===== src/rtl/adc_sample_ascii_streamer.sv =====
// Captures 12-bit ADC samples into a one-deep buffer, renders each as three ASCII hex
// characters (optionally followed by CR LF) and hands them one at a time to a UART transmitter.
`timescale 1ns/1ps

module adc_sample_ascii_streamer #(
    parameter bit SEND_CRLF = 1'b1,
    parameter bit UPPERCASE = 1'b1
) (
    input  logic        i_clk,
    input  logic        i_rst_n,
    input  logic        i_adc_dv,
    input  logic [11:0] i_adc_data,
    output logic [7:0]  o_byte_to_send,
    output logic        o_data_valid,
    input  logic        i_good_to_reset_dv,
    input  logic        i_send_complete,
    output logic        o_busy,
    output logic [7:0]  o_overrun_cnt
);

    localparam logic [2:0] LAST_K = SEND_CRLF ? 3'd4 : 3'd2;

    typedef enum logic [1:0] {
        IDLE,
        LOAD,
        HANDSHAKE,
        WAIT_DONE
    } state_e;

    state_e      state_q, state_d;
    logic [11:0] buf_q, buf_d;
    logic        full_q, full_d;
    logic [11:0] frame_q, frame_d;
    logic [2:0]  k_q, k_d;
    logic [7:0]  byte_q, byte_d;
    logic        valid_q, valid_d;
    logic [7:0]  ovr_q, ovr_d;
    logic        consume;

    function automatic logic [7:0] hex_char(input logic [3:0] n);
        if (n < 4'd10) begin
            return 8'h30 + {4'h0, n};
        end
        return (UPPERCASE ? 8'h41 : 8'h61) + {4'h0, n} - 8'd10;
    endfunction

    function automatic logic [7:0] frame_char(input logic [11:0] frame, input logic [2:0] k);
        case (k)
            3'd0:    return hex_char(frame[11:8]);
            3'd1:    return hex_char(frame[7:4]);
            3'd2:    return hex_char(frame[3:0]);
            3'd3:    return 8'h0D;
            default: return 8'h0A;
        endcase
    endfunction

    // The FSM drains the buffer only from IDLE; a sample landing in that same cycle is not an overrun.
    assign consume = (state_q == IDLE) && full_q;

    always_comb begin
        // NOTE: every _d gets its hold value first so no path through the block infers a latch.
        state_d = state_q;
        buf_d   = buf_q;
        full_d  = full_q;
        frame_d = frame_q;
        k_d     = k_q;
        byte_d  = byte_q;
        valid_d = valid_q;
        ovr_d   = ovr_q;

        if (i_adc_dv) begin
            buf_d  = i_adc_data;
            full_d = 1'b1;
            if (full_q && !consume && (ovr_q != 8'hFF)) begin
                ovr_d = ovr_q + 8'd1;
            end
        end else if (consume) begin
            full_d = 1'b0;
        end

        case (state_q)
            IDLE: begin
                if (full_q) begin
                    frame_d = buf_q;
                    k_d     = 3'd0;
                    state_d = LOAD;
                end
            end
            LOAD: begin
                byte_d  = frame_char(frame_q, k_q);
                valid_d = 1'b1;
                state_d = HANDSHAKE;
            end
            HANDSHAKE: begin
                if (i_good_to_reset_dv) begin
                    valid_d = 1'b0;
                    if (i_send_complete) begin
                        if (k_q == LAST_K) begin
                            state_d = IDLE;
                        end else begin
                            k_d     = k_q + 3'd1;
                            state_d = LOAD;
                        end
                    end else begin
                        state_d = WAIT_DONE;
                    end
                end
            end
            WAIT_DONE: begin
                if (i_send_complete) begin
                    if (k_q == LAST_K) begin
                        state_d = IDLE;
                    end else begin
                        k_d     = k_q + 3'd1;
                        state_d = LOAD;
                    end
                end
            end
            default: state_d = IDLE;
        endcase
    end

    // NOTE: non-blocking assignments so every flop samples the pre-edge value of its peers.
    always_ff @(posedge i_clk or negedge i_rst_n) begin
        if (!i_rst_n) begin
            state_q <= IDLE;
            buf_q   <= '0;
            full_q  <= 1'b0;
            frame_q <= '0;
            k_q     <= '0;
            byte_q  <= '0;
            valid_q <= 1'b0;
            ovr_q   <= '0;
        end else begin
            state_q <= state_d;
            buf_q   <= buf_d;
            full_q  <= full_d;
            frame_q <= frame_d;
            k_q     <= k_d;
            byte_q  <= byte_d;
            valid_q <= valid_d;
            ovr_q   <= ovr_d;
        end
    end

    assign o_byte_to_send = byte_q;
    assign o_data_valid   = valid_q;
    assign o_overrun_cnt  = ovr_q;
    assign o_busy         = !((state_q == IDLE) && !full_q);

endmodule


===== config.mk =====
export PLATFORM = sky130hd
export DESIGN_NAME = adc_sample_ascii_streamer
export DESIGN_NICKNAME = d
export VERILOG_FILES = /design/src/rtl/adc_sample_ascii_streamer.sv
export SDC_FILE = /design/constraint.sdc
export NUM_CORES = 1
export LEC_CHECK = 0
export CORE_MARGIN = 2
export CORE_UTILIZATION = 55
export CTS_BUF_LIST = sky130_fd_sc_hd__clkbuf_16
export DETAILED_ROUTE_END_ITERATION = 12
export PLACE_DENSITY = 0.79
export SLEW_MARGIN = 40
export SYNTH_ARGS = -nofsm -noshare
export SYNTH_HDL_FRONTEND = slang
export SYNTH_SLANG_ARGS = --single-unit

===== constraint.sdc =====
create_clock -name i_clk -period 5.24 [get_ports i_clk]
set_clock_uncertainty 0.1 [all_clocks]
set_input_delay 1.048 -clock i_clk [delete_from_list [all_inputs] [get_ports i_clk]]
set_output_delay 1.048 -clock i_clk [all_outputs]
set_load 0.01 [all_outputs]

==> results.ini <==
[sta]
tns_ps=0
slew_viol_final=0
fin_crit_sh_pct=52.6
max-slew-margin-rel_pct=53.8
tightest_slew_ps=691
setup_violations=0
hold_violations=0
max_freq_ghz=0.363
rsz0062_at_grt=no
period_minus_slack_ps=2750

[clock_tree]
hold_buffers=0
cts_setup_buffers=0
clockRootBuffer=clkbuf_16
cts_buffer_depth=2
cts_resized=0
htreeDepth=2
worst_skew_pair.late_latency_ps=280
cts_tree=yes
numCtsBuffers=5
cts.sinks=46
clk_pin_slew_ps=60

[floorplan]
num_rows=23
die_area_um2=4750
start_util_pct=57.5
ios=35
die_h_um=68.9
die_w_um=68.9
core-area_um2=4030

[synthesis]
synth_xor_area_share_pct=3.78
synth_top_family_by_area=compound AO/OA/AOI/OAI gates
muxShareOfSynthArea_pct=12.1
synth_fa_ha_area_share_pct=4.86
synth_compound_area_share_pct=13.7
ys_types=44
ys.warnings.count=0
syn_inst=205
syn_nets=231
ys_ff_latch=46
synthesis.area_um2=2320
ys.flop_type=dfrtp_1
ys_seq_area_share_pct=49.7
synth_edf_count=0
synth-simple-area-share_pct=11.7
async_reset_ff_share_pct=100
synth.avg_cell_area_um2=11.3

[status]
status=complete, no violations

[final_layout]
final_common_cell=dfrtp_1
drive_gt1_share_pct=15.8
final_nets=265
syn_to_final_growth_pct=21.4
layout_common_cells=dfrtp_1 (46), clkdlybuf4s50_1 (32), mux2_2 (24), inv_1 (17)
seqCellArea_um2=1150
fillers=313
multiInputGateArea_um2=1070
diodes=0
design_area_um2=2810

[grt]
grt_pass1_wl_um=7070
groute.usage.overall_pct=20.5
grt_overflow=0
grt_max_degree=47
antenna_found_initial=0
grt_pass1_vias=1528

[detailed_routing]
wl_met3_um=191
top_layer_used=met4
post_drt_wl_per_cell_um=14.5
dr_wl_met2_um=2030
wl_met1_um=1930
drtIter0Drc=81
drc=0
drt.antenna.violating_nets=0
vias=1609
wl_um=4190
viasPerCell=5.55
drt-pass1-iter-count=4

[power_and_ir_drop]
total_power_mw=1.65
ir_drop_mv=0.319
pwr_density_cell_nw_per_um2=585
power_leakage_nw=1.23

[worst_setup_path]
critPathKind=reg2out
worst_r2r_path_depth=6
path_max_fanout=8
slowest_delay_ps=480
cp_cell_sequence=or3_1 -> clkdlybuf4s50_1
arrival_ps=1610
crit_path_end_kind=primary output
start_kind=register
crit_slowest_cell=clkdlybuf4s50_1
crit_required_ps=4090

[place]
hpwl_um=2940
gp_congestion=0.855
portBuffers=33
post_dp_cell_area_um2=2680

[min_path]
hold_path_class=reg2reg
whs_path_depth=1

[job]
drv_cap=0

[cells in the mapped netlist (all sizes together), types with 2 or more instances]
cell / count / area share (%)
mux2: 25 / 12
o22a: 3 / 1.1
nand2: 8 / 1.3
nor3: 2 / 0.43
a22o: 2 / 0.76
o21ai: 10 / 2.2
o22ai: 3 / 0.81
nor2b: 5 / 1.3
ha: 9 / 4.9
a21bo: 3 / 1.3
xnor2: 5 / 1.9
nor2: 9 / 1.5
buf: 5 / 1.2
inv: 16 / 2.6
a21oi: 8 / 1.7
or3: 3 / 0.81
xor2: 5 / 1.9
o211ai: 3 / 0.97
nand2b: 3 / 0.81
nand3: 8 / 1.9
a211o: 2 / 0.76
a211oi: 4 / 1.3
nand4b: 3 / 1.1
dfrtp: 46 / 50
[worst max-delay path: cells and delay by family (launching register included)]
| family | cells | cell delay, ps |
|---|---|---|
| flip-flops | 1 | 450 |
| AND/OR/NAND/NOR | 1 | 390 |
| buffers and inverters | 1 | 480 |
[metrics by stage]
stage	hold slack (ps)	utilization [%]	setup slack, ps	std cells
2_1_floorplan	377	-	3170	205
3_3_place_gp	387	66.4	2360	282
3_5_place_dp	393	66.4	2270	282
4_1_cts	407	69.8	2480	290
5_1_grt	422	69.8	2420	290
6_report	404	69.8	2490	290
[layer usage]
metal / GRT usage [%] / up-vias
met5: 0 / -
met4: 7.35 / 0
met3: 5.19 / 4
met2: 32.0 / 40
met1: 27.7 / 776
li1: - / 789
[logic make-up (layout without fill, tap and decap cells)]
group | count (synthesis) | in the layout
compound gates | 44 | 44
buf+inv | 22 | 57
other cells | 1 | 1
xor+xnor | 10 | 10
simple gates | 48 | 48
mux | 25 | 25
fa+ha+maj | 9 | 9
flops | 46 | 46
[layout make-up]
class,instances,share of cell area [%]
Multi-Input combinational cell,137,38.2
Inverter,16,2.13
Clock buffer,5,4.45
Tap cell,50,2.22
Timing Repair Buffer,33,11.6
Clock inverter,3,0.445
Sequential cell,46,40.9
[registers in the layout, indices dropped and copies added (netlist names)]
name / count
o_overrun_cnt: 8
frame_q: 12
full_q: 1
state_q: 2
o_byte_to_send: 7
k_q: 3
o_data_valid: 1
buf_q: 12
[final timing paths]
kind	end	startpoint	slack, ps
worst max-delay path	o_busy	state_q[0]	2490
worst min-delay path	buf_q[4]	buf_q[4]	400
worst max register to register	o_byte_to_send[2]	k_q[0]	3320
worst min register to register	buf_q[4]	buf_q[4]	400
max in group asynchronous	o_overrun_cnt[4]	i_rst_n	3990
min in group asynchronous	o_byte_to_send[5]	i_rst_n	660
[where the power goes]
group / internal (mW) / total (mW) / switching [mW]
Clock: 0.172 / 0.295 / 0.123
Sequential: 0.486 / 0.632 / 0.147
Combinational: 0.385 / 0.720 / 0.335
Total: 1.04 / 1.65 / 0.604
Note: power is estimated with default switching activity, not from simulation.
